$ cat src/rtl/ccu_snoop_port_arbiter_pkg.sv
// Shared snoop-channel types for the CCU snoop port arbiter.
package ccu_snoop_port_arbiter_pkg;

    localparam int AcAddrW = 16;
    localparam int CdDataW = 32;
    localparam int DomainW = 4;

    // Snoop responses come back in AC issue order, which is what makes owner FIFOs sufficient.
    localparam bit ORDERED_RESP = 1'b1;

    typedef logic [DomainW-1:0] domain_mask_t;

    typedef struct packed {
        logic [AcAddrW-1:0] addr;
        logic [3:0]         snoop;
        logic [2:0]         prot;
    } ac_chan_t;

    typedef struct packed {
        logic was_unique;
        logic is_shared;
        logic pass_dirty;
        logic error;
        logic data_transfer;
    } cr_resp_t;

    typedef struct packed {
        logic [CdDataW-1:0] data;
        logic               last;
    } cd_chan_t;

    typedef struct packed {
        logic     ac_valid;
        ac_chan_t ac;
        logic     cr_ready;
        logic     cd_ready;
    } mst_snoop_req_t;

    typedef struct packed {
        logic     ac_ready;
        logic     cr_valid;
        cr_resp_t cr_resp;
        logic     cd_valid;
        cd_chan_t cd;
    } mst_snoop_resp_t;

endpackage

$ cat src/rtl/ccu_snoop_port_arbiter_rr_arb.sv
// AC grant selection with lock-until-handshake; round-robin by default.
// Define CCU_SNOOP_ARB_FIXED_PRIO_EN for fixed priority (lowest index wins, no pointer).
module ccu_snoop_port_arbiter_rr_arb #(
    parameter int NumReq = 2,
    parameter int IdxW   = 1
) (
    input  logic              i_clk,
    input  logic              i_rst_n,
    input  logic [NumReq-1:0] i_req,
    input  logic              i_stall,
    input  logic              i_hs,
    output logic [IdxW-1:0]   o_gnt_idx,
    output logic              o_gnt_vld
);

    logic            r_lock_vld;
    logic [IdxW-1:0] r_lock_idx;
    logic [IdxW-1:0] w_sel_idx;
    logic            w_sel_vld;

`ifdef CCU_SNOOP_ARB_FIXED_PRIO_EN
    always_comb begin
        w_sel_idx = '0;
        w_sel_vld = 1'b0;
        for (int i = NumReq - 1; i >= 0; i--) begin
            if (i_req[i]) begin
                w_sel_idx = IdxW'(i);
                w_sel_vld = 1'b1;
            end
        end
    end
`else
    logic [IdxW-1:0] r_ptr;
    logic [IdxW-1:0] w_k;

    // Operand is always below 2*NumReq, so a single conditional subtract wraps it.
    function automatic logic [IdxW-1:0] f_wrap(input logic [IdxW:0] v);
        return (v >= (IdxW+1)'(NumReq)) ? IdxW'(v - (IdxW+1)'(NumReq)) : IdxW'(v);
    endfunction

    // Walk from the far end so the candidate closest to the pointer is written last.
    always_comb begin
        w_sel_idx = '0;
        w_sel_vld = 1'b0;
        w_k       = '0;
        for (int i = NumReq - 1; i >= 0; i--) begin
            w_k = f_wrap({1'b0, r_ptr} + (IdxW+1)'(i));
            if (i_req[w_k]) begin
                w_sel_idx = w_k;
                w_sel_vld = 1'b1;
            end
        end
    end

    always_ff @(posedge i_clk or negedge i_rst_n) begin
        if (!i_rst_n) begin
            r_ptr <= '0;
        end else if (i_hs) begin
            r_ptr <= f_wrap({1'b0, o_gnt_idx} + (IdxW+1)'(1));
        end
    end
`endif

    assign o_gnt_idx = r_lock_vld ? r_lock_idx : w_sel_idx;
    assign o_gnt_vld = r_lock_vld ? i_req[r_lock_idx] : w_sel_vld;

    always_ff @(posedge i_clk or negedge i_rst_n) begin
        if (!i_rst_n) begin
            r_lock_vld <= 1'b0;
            r_lock_idx <= '0;
        end else if (i_hs) begin
            r_lock_vld <= 1'b0;
        end else if (i_stall) begin
            r_lock_vld <= 1'b1;
            r_lock_idx <= o_gnt_idx;
        end
    end

endmodule

$ cat src/rtl/ccu_snoop_port_arbiter.sv
// Shares one AC/CR/CD snoop port between NumReq controllers; CR/CD steered back via owner FIFOs.
// Define CCU_SNOOP_ARB_FIXED_PRIO_EN for fixed-priority AC arbitration instead of round-robin.
module ccu_snoop_port_arbiter
    import ccu_snoop_port_arbiter_pkg::*;
#(
    parameter int NumReq         = 2,
    parameter int MaxOutstanding = 4,
    parameter int MaxCdPending   = 2
) (
    input  logic                          clk_i,
    input  logic                          rst_ni,
    input  mst_snoop_req_t  [NumReq-1:0]  slv_snoop_req_i,
    output mst_snoop_resp_t [NumReq-1:0]  slv_snoop_resp_o,
    input  domain_mask_t    [NumReq-1:0]  slv_domain_mask_i,
    input  logic            [NumReq-1:0]  slv_excl_load_i,
    input  logic            [NumReq-1:0]  slv_excl_store_i,
    output logic            [NumReq-1:0]  slv_excl_resp_o,
    output mst_snoop_req_t                mst_snoop_req_o,
    input  mst_snoop_resp_t               mst_snoop_resp_i,
    output domain_mask_t                  mst_domain_mask_o,
    output logic                          mst_excl_load_o,
    output logic                          mst_excl_store_o,
    input  logic                          mst_excl_resp_i
);

    localparam int IdxW   = (NumReq > 1) ? $clog2(NumReq) : 1;
    localparam int CrPtrW = (MaxOutstanding > 1) ? $clog2(MaxOutstanding) : 1;
    localparam int CrCntW = $clog2(MaxOutstanding + 1);
    localparam int CdPtrW = (MaxCdPending > 1) ? $clog2(MaxCdPending) : 1;
    localparam int CdCntW = $clog2(MaxCdPending + 1);

    typedef logic [IdxW-1:0] idx_t;

    logic [NumReq-1:0] w_ac_req;
    idx_t              w_gnt_idx;
    logic              w_gnt_vld;
    logic              w_mst_ac_vld;
    logic              w_ac_hs;
    logic              w_ac_stall;

    idx_t              r_cr_mem [MaxOutstanding];
    logic [CrPtrW-1:0] r_cr_wp, r_cr_rp;
    logic [CrCntW-1:0] r_cr_cnt;
    logic              w_cr_empty, w_cr_full, w_cr_full_eff;
    idx_t              w_cr_head;
    logic              w_cr_rdy, w_cr_pop;

    idx_t              r_cd_mem [MaxCdPending];
    logic [CdPtrW-1:0] r_cd_wp, r_cd_rp;
    logic [CdCntW-1:0] r_cd_cnt;
    logic              w_cd_empty, w_cd_full;
    idx_t              w_cd_head;
    logic              w_cd_rdy, w_cd_push, w_cd_pop;

    function automatic logic [CrPtrW-1:0] f_cr_inc(input logic [CrPtrW-1:0] p);
        return (p == CrPtrW'(MaxOutstanding - 1)) ? '0 : p + CrPtrW'(1);
    endfunction

    function automatic logic [CdPtrW-1:0] f_cd_inc(input logic [CdPtrW-1:0] p);
        return (p == CdPtrW'(MaxCdPending - 1)) ? '0 : p + CdPtrW'(1);
    endfunction

    always_comb begin
        w_ac_req = '0;
        for (int i = 0; i < NumReq; i++) begin
            w_ac_req[i] = slv_snoop_req_i[i].ac_valid;
        end
    end

    ccu_snoop_port_arbiter_rr_arb #(
        .NumReq (NumReq),
        .IdxW   (IdxW)
    ) u_arb (
        .i_clk     (clk_i),
        .i_rst_n   (rst_ni),
        .i_req     (w_ac_req),
        .i_stall   (w_ac_stall),
        .i_hs      (w_ac_hs),
        .o_gnt_idx (w_gnt_idx),
        .o_gnt_vld (w_gnt_vld)
    );

    // A CR pop frees its owner slot in the same cycle, so a full FIFO still accepts an AC then.
    assign w_cr_full_eff = w_cr_full && !w_cr_pop;
    assign w_mst_ac_vld  = w_gnt_vld && !w_cr_full_eff;
    assign w_ac_hs       = w_mst_ac_vld && mst_snoop_resp_i.ac_ready;
    assign w_ac_stall    = w_mst_ac_vld && !mst_snoop_resp_i.ac_ready;

    assign w_cr_empty = (r_cr_cnt == '0);
    assign w_cr_full  = (r_cr_cnt == CrCntW'(MaxOutstanding));
    assign w_cr_head  = r_cr_mem[r_cr_rp];
    assign w_cr_rdy   = !w_cr_empty && slv_snoop_req_i[w_cr_head].cr_ready &&
                        !(mst_snoop_resp_i.cr_resp.data_transfer && w_cd_full);
    assign w_cr_pop   = mst_snoop_resp_i.cr_valid && w_cr_rdy;

    // Data-carrying CRs, including errored ones, always have a CD burst to drain.
    assign w_cd_push  = w_cr_pop && mst_snoop_resp_i.cr_resp.data_transfer;
    assign w_cd_empty = (r_cd_cnt == '0);
    assign w_cd_full  = (r_cd_cnt == CdCntW'(MaxCdPending));
    assign w_cd_head  = r_cd_mem[r_cd_rp];
    assign w_cd_rdy   = !w_cd_empty && slv_snoop_req_i[w_cd_head].cd_ready;
    assign w_cd_pop   = mst_snoop_resp_i.cd_valid && w_cd_rdy && mst_snoop_resp_i.cd.last;

    always_comb begin
        mst_snoop_req_o          = '0;
        mst_snoop_req_o.ac_valid = w_mst_ac_vld;
        mst_snoop_req_o.ac       = slv_snoop_req_i[w_gnt_idx].ac;
        mst_snoop_req_o.cr_ready = w_cr_rdy;
        mst_snoop_req_o.cd_ready = w_cd_rdy;
    end

    assign mst_domain_mask_o = slv_domain_mask_i[w_gnt_idx];
    assign mst_excl_load_o   = slv_excl_load_i[w_gnt_idx];
    assign mst_excl_store_o  = slv_excl_store_i[w_gnt_idx];

    always_comb begin
        slv_snoop_resp_o = '0;
        slv_excl_resp_o  = '0;
        for (int i = 0; i < NumReq; i++) begin
            slv_snoop_resp_o[i].ac_ready = w_gnt_vld && (w_gnt_idx == idx_t'(i)) &&
                                           mst_snoop_resp_i.ac_ready && !w_cr_full_eff;
            if (!w_cr_empty && (w_cr_head == idx_t'(i))) begin
                slv_snoop_resp_o[i].cr_valid = mst_snoop_resp_i.cr_valid;
                slv_snoop_resp_o[i].cr_resp  = mst_snoop_resp_i.cr_resp;
                slv_excl_resp_o[i]           = mst_excl_resp_i;
            end
            if (!w_cd_empty && (w_cd_head == idx_t'(i))) begin
                slv_snoop_resp_o[i].cd_valid = mst_snoop_resp_i.cd_valid;
                slv_snoop_resp_o[i].cd       = mst_snoop_resp_i.cd;
            end
        end
    end

    always_ff @(posedge clk_i or negedge rst_ni) begin
        if (!rst_ni) begin
            r_cr_wp  <= '0;
            r_cr_rp  <= '0;
            r_cr_cnt <= '0;
        end else begin
            if (w_ac_hs)  r_cr_wp <= f_cr_inc(r_cr_wp);
            if (w_cr_pop) r_cr_rp <= f_cr_inc(r_cr_rp);
            if (w_ac_hs && !w_cr_pop) begin
                r_cr_cnt <= r_cr_cnt + CrCntW'(1);
            end else if (!w_ac_hs && w_cr_pop) begin
                r_cr_cnt <= r_cr_cnt - CrCntW'(1);
            end
        end
    end

    always_ff @(posedge clk_i or negedge rst_ni) begin
        if (!rst_ni) begin
            r_cd_wp  <= '0;
            r_cd_rp  <= '0;
            r_cd_cnt <= '0;
        end else begin
            if (w_cd_push) r_cd_wp <= f_cd_inc(r_cd_wp);
            if (w_cd_pop)  r_cd_rp <= f_cd_inc(r_cd_rp);
            if (w_cd_push && !w_cd_pop) begin
                r_cd_cnt <= r_cd_cnt + CdCntW'(1);
            end else if (!w_cd_push && w_cd_pop) begin
                r_cd_cnt <= r_cd_cnt - CdCntW'(1);
            end
        end
    end

    // Owner storage carries no reset; occupancy counters alone define validity.
    always_ff @(posedge clk_i) begin
        if (w_ac_hs)   r_cr_mem[r_cr_wp] <= w_gnt_idx;
        if (w_cd_push) r_cd_mem[r_cd_wp] <= w_cr_head;
    end

endmodule

$ cat config.mk
export PLATFORM = sky130hd
export DESIGN_NAME = ccu_snoop_port_arbiter
export DESIGN_NICKNAME = d
export VERILOG_FILES = /design/src/rtl/ccu_snoop_port_arbiter_pkg.sv /design/src/rtl/ccu_snoop_port_arbiter_rr_arb.sv /design/src/rtl/ccu_snoop_port_arbiter.sv
export SDC_FILE = /design/constraint.sdc
export NUM_CORES = 1
export LEC_CHECK = 0
export CAP_MARGIN = 30
export CORE_MARGIN = 3
export CORE_UTILIZATION = 30
export CTS_CLUSTER_DIAMETER = 40
export DETAILED_ROUTE_END_ITERATION = 8
export PLACE_DENSITY_LB_ADDON = 0.1
export SLEW_MARGIN = 40
export SYNTH_ARGS = -nofsm -noshare
export SYNTH_HDL_FRONTEND = slang
export SYNTH_SLANG_ARGS = --single-unit
$ cat constraint.sdc
create_clock -name clk_i -period 4.4 [get_ports clk_i]
set_input_delay 0.44 -clock clk_i [delete_from_list [all_inputs] [get_ports clk_i]]
set_output_delay 0.44 -clock clk_i [all_outputs]
set_load 0.01 [all_outputs]
======== Word-level counts from Yosys, hierarchy flattened ========
Memory sizes are Yosys's and may differ from the RTL's.
Index checks and enable logic that the tools add are counted.
operators by class
  equality and inequality tests ........... 4
  multiplexer cells ....................... 47
  multiply operators ...................... 0
  bitwise operators ....................... 4
  shift-type cells ........................ 0
  add/subtract/negate cells ............... 13
  reduce and logical (&&, ||, !) cells .... 41
  divide/modulo/power cells ............... 0
  magnitude comparators ................... 9
operator list
  kind                                                 count
  two-way mux 34 bit                                   2
  two-way mux 25 bit                                   2
  two-way mux 1 bit                                    31
  logical AND 1 bit                                    26
  < comparator 1 x 2 -> 1 bit, second input constant   6
  two-way mux 2 bit                                    6
  two-way mux 6 bit                                    2
  zero test 1 bit                                      9
  two-way mux 4 bit                                    2
  adder 2 x 1 -> 2 bit, second input constant          3
  == test 2 bit, second input constant                 3
  two-way mux 3 bit                                    2
  nonzero test 2 bit                                   3
  adder 1 x 1 -> 2 bit, second input constant          2
  >= comparator 2 bit, second input constant           2
  NOT 1 bit                                            4
  adder 3 x 1 -> 3 bit, second input constant          1
  == test 3 bit, second input constant                 1
  zero test 3 bit                                      1
  subtractor 1 bit, second input constant              3
  subtractor 3 x 1 -> 3 bit, second input constant     1
  adder 1 bit, second input constant                   2
  >= comparator 1 x 2 -> 1 bit, second input constant  1
  zero test 2 bit                                      1
  other kinds (2)                                      2
storage, ports and cells
  ROM bits ................................ 0
  logic and storage cells ................. 129
  bits in latches ......................... 0
  RAM bits ................................ 6
  memories ................................ 2
  bits in registers ....................... 14
  output and inout bits ................... 116
memories
  name      words  width  rd ports  clocked after memory_dff  write ports  RTL line                      RTL
  r_cr_mem  4      1      1         0                         1            ccu_snoop_port_arbiter.sv:41  idx_t r_cr_mem [MaxOutstanding];
  r_cd_mem  2      1      1         0                         1            ccu_snoop_port_arbiter.sv:48  idx_t r_cd_mem [MaxCdPending];

======== Logic depth before layout (Yosys ltp) ========
An unclocked memory read counts as a cell.
  depth after elaboration ................. 15
  depth in mapped cells ................... 12

======== By module ========
Synthesis repeated with hierarchy kept, for this count alone.
unflattened totals
  cells, all modules ...................... 234
  area total of the unflattened synthesis .. 2084.5 sq um
by module, submodules not included
  module                         cells each  seq. area each (sq um)  area each (sq um)  instances
  ccu_snoop_port_arbiter         217         455.4                   1931.9             1
  ccu_snoop_port_arbiter_rr_arb  17          75.1                    152.6              1

======== Worst setup path after synthesis ========
OpenSTA, ideal clock, no wires.
  kind .................................... register to register
  start ................................... register r_cr_rp[0]
  end ..................................... register r_cr_cnt[2]
  cell stages (with the launch flop) ...... 12
  period minus slack after synthesis ...... 2.685 ns
  data arrival time ....................... 2.606 ns
  setup time .............................. 0.079 ns
  buffers on the path ..................... 1
  path slack .............................. 1.715 ns
  path through ............................ dfrtp_1 -> mux4_2 -> mux2i_2 -> o21ai_2 -> and3_4 -> buf_6 -> ha_1 -> inv_1 -> fa_1 -> xor2_1 -> nor2_1 -> xor2_1
between the ends
  word-level cells in the longest chain between the ends .. 14
  elaborated cells on any way between the ends .. 16
  classes of those cells .................. 3 x mux; 12 x reduce/logical; 1 x memory
RTL lines
  element                                                 RTL line                             RTL
  from (decl)                                             ccu_snoop_port_arbiter.sv:42         logic [CrPtrW-1:0] r_cr_wp, r_cr_rp;
  from (signal assigned)                                  ccu_snoop_port_arbiter.sv:141        if (w_cr_pop) r_cr_rp <= f_cr_inc(r_cr_rp);
  memory (4 x 1 bit) *                                    -
  net w_cr_head                                           ccu_snoop_port_arbiter.sv:45         idx_t w_cr_head;
  two-way mux 2 bit (not written as such) * (2 in a row)  ccu_snoop_port_arbiter.sv:92         assign w_cr_rdy = !w_cr_empty && slv_snoop_req_i[w_cr_head].cr_ready &&
  logical AND 1 bit * (2 in a row)                        ccu_snoop_port_arbiter.sv:92
  logical AND 1 bit *                                     ccu_snoop_port_arbiter.sv:94         assign w_cr_pop = mst_snoop_resp_i.cr_valid && w_cr_rdy;
  zero test 1 bit *                                       ccu_snoop_port_arbiter.sv:84         assign w_cr_full_eff = w_cr_full && !w_cr_pop;
  logical AND 1 bit *                                     ccu_snoop_port_arbiter.sv:84
  zero test 1 bit *                                       ccu_snoop_port_arbiter.sv:85         assign w_mst_ac_vld = w_gnt_vld && !w_cr_full_eff;
  logical AND 1 bit *                                     ccu_snoop_port_arbiter.sv:85
  logical AND 1 bit *                                     ccu_snoop_port_arbiter.sv:86         assign w_ac_hs = w_mst_ac_vld && mst_snoop_resp_i.ac_ready;
  net u_arb.i_hs                                          ccu_snoop_port_arbiter_rr_arb.sv:11  input logic i_hs,
  zero test 1 bit                                         ccu_snoop_port_arbiter.sv:144        end else if (!w_ac_hs && w_cr_pop) begin
  logical AND 1 bit                                       ccu_snoop_port_arbiter.sv:144
  nonzero test 2 bit (no source line)                     -
  to (signal assigned)                                    ccu_snoop_port_arbiter.sv:143        r_cr_cnt <= r_cr_cnt + CrCntW'(1);
  to (signal assigned)                                    ccu_snoop_port_arbiter.sv:145        r_cr_cnt <= r_cr_cnt - CrCntW'(1);
  to (decl)                                               ccu_snoop_port_arbiter.sv:43         logic [CrCntW-1:0] r_cr_cnt;
The timed path passes the listed nets; every way through them passes the cells marked *. The select of a mux whose other input is x is not followed.
A chain may end at the register's enable or synchronous reset.

==> flow_summary.ini <==
[clocking]
clockRootBuffer = sky130_fd_sc_hd__clkbuf_8
cts_setup_buffers = 0
clkTransAtPathRegs_ps = 80
cts_buffer_depth = 2
cts-buffers-inserted = 3
numClockSinks = 20
cts.hold.buffers_added = 0
clk_latency_ps = 260
tritoncts = built
post_cts_resized = 0
clock_tree.htree_level_count = 1

[floorplanning]
core-area_um2 = 6390
floorplan.initialDensity = 0.313
die_height_um = 87.6
io_pins = 224
row_count = 29
dieArea_um2 = 7670
horiz_die_dim_um = 87.6

[placed_design]
io_buffers = 223
routabilityCongestion = 0.764
dp_hpwl_um = 6940

[synthesis]
yosys_warnings = 0
synthesis.nets = 335
post_synth.cell_area_avg_um2 = 9.12
post_synth_inst_count = 219
post_synth_instance_area_um2 = 2000
synth_cell_type_count = 33
yosys_register_bits = 20
seq_area_frac_synth = 0.266

[critical_path]
critical_path.startpoint = r_cr_rp[0]$_DFFE_PN0N_
critical_path.startpoint_type = flip-flop
reg2reg_start = r_cr_rp[0]$_DFFE_PN0N_
timing.critical_path.required_ps = 3960
cp_slowest_cell = sky130_fd_sc_hd__mux4_2
worst-setup-path-type = flip-flop to primary output
critical_path_cell_count = 6
slowest_delay_ps = 650
worst-endpoint-arrival_ps = 2740
worstPathBufferInverterCount = 1
worstRegToRegCells = 10
critical-path-top-delay-family = multiplexers
setup.worst_path.end_class = primary output
cp_cell_sequence = mux4_2, mux2i_2, o21ai_2, and3_4, nor2b_1, clkdlybuf4s50_1
cp_max_fo = 11

[timing]
timing_worst_slew_pin_value_ps = 668
min_tclk_post_route_ps = 3180
setup_viol = 0
max-slew-margin-rel = 0.554
finalMaxSlewViolations = 0
timing.fmax_ghz = 0.314
rsz0062_at_grt = false
finalCritPeriodShare = 0.723
setup_total_negative_slack_ps = 0
hold_violations = 0
clock_skew_ps = 8.05

[route]
vias_per_cell = 4.54
routed-via-count = 2323
drt-wirelength-per-cell_um = 15.7
detail_route.iter0.violations = 42
routed_wirelength_um = 8030
drc = 0
ant_nets = 0
detail_route.first_pass.iterations = 4

[final_layout]
post_route_cells_drive_above_1_share = 0.106
fill_count = 536
layout.cells.most_common_list = 223 x sky130_fd_sc_hd__clkdlybuf4s50_1, 80 x sky130_fd_sc_hd__and2_1, 34 x sky130_fd_sc_hd__mux2_2
syn_to_final_growth_pct = 117
layout_commonest_cell = sky130_fd_sc_hd__clkdlybuf4s50_1
final_net_count = 552
insertedDiodeCount = 0

[hold_path]
hold_class = flip-flop to flip-flop
holdPathStages = 1
min-delay-start = r_cr_cnt[2]$_DFFE_PN0P_

[power_and_ir_drop]
powerDensity_nw_per_um2 = 515
power_frac_comb = 0.774
vdd.ir_drop.worst_uv = 302
power.switching_fraction = 0.373
clkPwrFrac = 0.071
reg_power_frac = 0.155
cell_internal_pwr_w = 0.00140
p_switching_w = 0.000835
leakage_nw = 1.75
power_w = 0.00224

[grt]
antenna_violations_before_repair = 0
gr-usage-all-layers = 0.203
grt_first_pass_wirelength_um = 12000
largest_net_degree_at_the_start_of_global_routing = 36
first_global_vias = 2364
grt.overflow.total = 0

[flow_run]
max_cap_viol_count = 0

[status]
status = finished, final reports clean
synthesized netlist by cell type:
master,count,area share
sky130_fd_sc_hd__and2_1,80,0.25
sky130_fd_sc_hd__mux2_2,34,0.19
sky130_fd_sc_hd__dfrtp_1,14,0.18
sky130_fd_sc_hd__nor2_1,11,0.021
sky130_fd_sc_hd__clkbuf_1,10,0.019
sky130_fd_sc_hd__inv_1,9,0.017
sky130_fd_sc_hd__and3_1,8,0.025
sky130_fd_sc_hd__ha_1,7,0.044
sky130_fd_sc_hd__edfxtp_1,6,0.090
sky130_fd_sc_hd__nand2_1,5,0.0094
sky130_fd_sc_hd__xnor2_1,4,0.018
sky130_fd_sc_hd__xor2_1,4,0.018
sky130_fd_sc_hd__buf_4,3,0.011
sky130_fd_sc_hd__a21oi_1,2,0.0050
sky130_fd_sc_hd__mux2i_1,2,0.010
sky130_fd_sc_hd__nand3_1,2,0.0050
sky130_fd_sc_hd__nor2b_1,2,0.0063
sky130_fd_sc_hd__a21boi_0,1,0.0038
sky130_fd_sc_hd__a22o_1,1,0.0044
sky130_fd_sc_hd__and2b_1,1,0.0038
sky130_fd_sc_hd__and3_4,1,0.0056
sky130_fd_sc_hd__buf_6,1,0.0056
sky130_fd_sc_hd__fa_1,1,0.010
sky130_fd_sc_hd__mux2_4,1,0.0075
sky130_fd_sc_hd__mux2i_2,1,0.0069
sky130_fd_sc_hd__mux4_2,1,0.011
sky130_fd_sc_hd__nand3b_1,1,0.0038
sky130_fd_sc_hd__nor3b_1,1,0.0038
sky130_fd_sc_hd__o211ai_1,1,0.0038
sky130_fd_sc_hd__o21ai_0,1,0.0025
sky130_fd_sc_hd__o21ai_2,1,0.0044
sky130_fd_sc_hd__o2bb2ai_1,1,0.0044
sky130_fd_sc_hd__or3_1,1,0.0031
registers in the layout, indices dropped and copies added (netlist names):
register	cells
r_cr_wp	2
r_cd_cnt	2
r_cd_wp	1
r_cr_mem	4
r_cr_rp	2
u_arb.r_lock_idx	1
r_cd_mem	2
r_cd_rp	1
r_cr_cnt	3
u_arb.r_ptr	1
u_arb.r_lock_vld	1
routing by layer:
metal / global-route usage / share of wire / routed length [µm]
met2: 0.383 / 0.53 / 4280
met4: 0.0446 / 0.021 / 165
met3: 0.0809 / 0.11 / 903
met5: 0 / 0 / 0
met1: 0.209 / 0.33 / 2680
power groups by stage:
stage	Sequential, W	Clock (W)	Combinational (W)
final	0.000346	0.000159	0.00173
after global routing	0.000363	0.000171	0.00188
after CTS	0.000348	0.000162	0.00176
after detailed placement	0.000351	0	0.00175
after global placement	0.000349	0	0.00172
after floorplan	0.000336	0	0.000883
cell families (layout without fill, tap and decap cells):
kind of cell             count (synthesis)  count (layout)  synth area share
multiplexers                            39              39             0.227
flip-flops                              20              20             0.266
XOR/XNOR                                 8               8            0.0351
AO/OA/AOI/OAI                            8               8            0.0282
AND/OR/NAND/NOR                        113             113             0.337
adder cells (fa/ha/maj)                  8               8            0.0539
buffers and inverters                   23             239            0.0526
final timing paths:
kind                                      endpoint  slack (ps)
max in group asynchronous   r_cr_wp[0]$_DFFE_PN0P_        3390
hold / removal             r_cr_cnt[2]$_DFFE_PN0P_         490
setup / recovery              slv_snoop_resp_o[40]        1220
min in group asynchronous   r_cr_rp[1]$_DFFE_PN0N_         580
setup reg to reg           r_cr_cnt[2]$_DFFE_PN0P_        1500
hold reg to reg            r_cr_cnt[2]$_DFFE_PN0P_         490
stage by stage:
stage	hold slack (ps)	util	std cells	instance area, µm²	worst slack [ps]
6_report	491	0.680	512	4340	1220
5_1_grt	522	0.680	512	4340	1080
4_1_cts	498	0.680	512	4340	1190
3_5_place_dp	485	0.670	508	4280	1410
3_3_place_gp	472	0.670	508	4280	1450
2_1_floorplan	144	-	219	2000	1710
worst reg2reg max path: cells and delay by family, from the launching register on:
family          cells  cell delay (ps)
mux                 2              870
fa+ha+maj           2              570
flops               1              420
simple gates        2              410
xor+xnor            2              310
compound gates      1              200
buf+inv             1               60
cell type report:
type                    instances  area, µm²  share of cell area
multi-input cells             176       1360               0.313
clock buffers                   4       66.3              0.0153
well taps                      77       96.3              0.0222
flip-flops and latches         20        531               0.122
inverters                       9       33.8             0.00778
repair buffers                226       2250               0.519
Power figures use the tool's default switching activity.
==> edit, RTL diff (config.mk and constraints unchanged) <==
The parameter `MaxOutstanding` goes from 4 to 8.
--- a/src/rtl/ccu_snoop_port_arbiter.sv
+++ b/src/rtl/ccu_snoop_port_arbiter.sv
@@ -5,5 +5,5 @@
 #(
     parameter int NumReq         = 2,
-    parameter int MaxOutstanding = 4,
+    parameter int MaxOutstanding = 8,
     parameter int MaxCdPending   = 2
 ) (
Function: changed (Yosys sat finds a counterexample within 10 cycles, from zero or initial values and one cycle with rst_ni low).
==> edit against the original RTL <==
Fmax is 14% lower. Utilization is 4.5 points lower. Critical path depth grew 2. Final area grew 9.5%. Setup slack got worse by 530 ps. Combinational power increased by 15%. Power is 17% higher. Synthesized area up 19%. Sequential cell count up 7. Routed wire length rose by 9.0%. Largest cell class unchanged. Highest routed layer unchanged.
==> edit: results <==
metrics = {
    "status": {
        "status": "finished clean",
    },
    "critical_path": {
        "cp_max_fo": 16,
        "cp.arrival_ps": 3280,
        "worstReg2RegEnd": "r_cr_cnt[3]",
        "slowest_stage": "mux4_1",
        "r2r-start": "r_cr_rp[0]",
        "r2r_cells": 14,
        "ff2ff_setup_slack_ps": 710,
    },
    "drt": {
        "wl_met2_mm": 4.75,
        "wl_met1_mm": 2.93,
        "wl_met3_um": 978,
        "routed_wl_mm": 8.75,
        "via_count": 2613,
    },
    "finish": {
        "inverters": 5,
        "num-nets-final": 577,
        "buffer_area_share_pct": 47.8,
        "fill_cells": 615,
        "antenna_cells": 0,
        "design.seq.count": 27,
        "drive_gt1_share_pct": 11.5,
        "num-nonclk-buffers": 228,
        "top_regs": "r_cr_mem: 8 flops, r_cr_cnt: 4 flops",
        "multi_input_area_share_pct": 33.0,
        "clockNetworkAreaShare_pct": 0.947,
        "nClkBuffers": 4,
        "seq_area_sq_um": 726,
        "multi_input_comb_cells": 195,
    },
    "placed_design": {
        "dp_hpwl_mm": 7.45,
        "post_dp_cell_area_sq_mm": 0.00471,
        "gp_congestion": 0.746,
        "numPortBuffers": 223,
    },
    "synth": {
        "ys_seq_area_share_pct": 30.5,
        "synth.distinct_cells": 41,
        "synthTopCellsByCount": "and2_1 (69), mux2_2 (37), dfrtp_1 (17), nor2_1 (14), and3_1 (12)",
        "synth_edf_count": 10,
        "syn_nets": 359,
        "netlist_top_cells_area": "and2_1 (18%), dfrtp_1 (18%), mux2_2 (18%)",
    },
    "sta": {
        "whs_ps": 85.2,
        "maxSlewHeadroom_pct": 62.9,
    },
    "min_path": {
        "hold_path_class": "in -> async",
    },
    "cts": {
        "cts_buffer_depth": 2,
    },
    "grt": {
        "grt_pass1_vias": 2545,
        "grt_use_total_pct": 18.2,
        "grt_use_met1_pct": 18.8,
        "grt_use_met3_pct": 6.08,
        "grt_pass1_wl_mm": 12.7,
        "met2_usage_pct": 35.1,
    },
    "power": {
        "swShare_pct": 38.9,
        "ir_drop_mv": 0.247,
        "leakage_nw": 1.90,
        "power.share.clock_pct": 5.5,
    },
}
edit: cell count changes after synthesis, moves of 3 or more:
cell,delta
and2_1,-11
inv_1,-5
and3_1,+4
edfxtp_1,+4
and4b_1,+3
dfrtp_1,+3
mux2_2,+3
nand2_1,+3
nor2_1,+3
edit: logic make-up after synthesis:
group                      count (synthesis)  synth area share, %
adders and majority gates                  9                 5.05
muxes                                     44                 22.6
AOI/OAI and AO/OA                         11                 3.00
xor gates and xnor gates                   9                 3.32
DFF                                       27                 30.5
buffers and inverters                     20                 3.95
and+or+nand+nor                          122                 31.6
edit: worst max-delay path: cells and delay by family (launching register included):
family	cells	cell delay [ps]
AND/OR/NAND/NOR	2	330
buffers and inverters	3	920
flip-flops	1	460
multiplexers	3	1300
edit: through the flow:
step           worst slack [ps]  std cells  utilization, %
5_1_grt                     443        558            63.5
3_5_place_dp                705        554            62.9
4_1_cts                     663        558            63.5
3_3_place_gp                821        553            62.8
2_1_floorplan              1050        242               -
6_report                    684        558            63.5
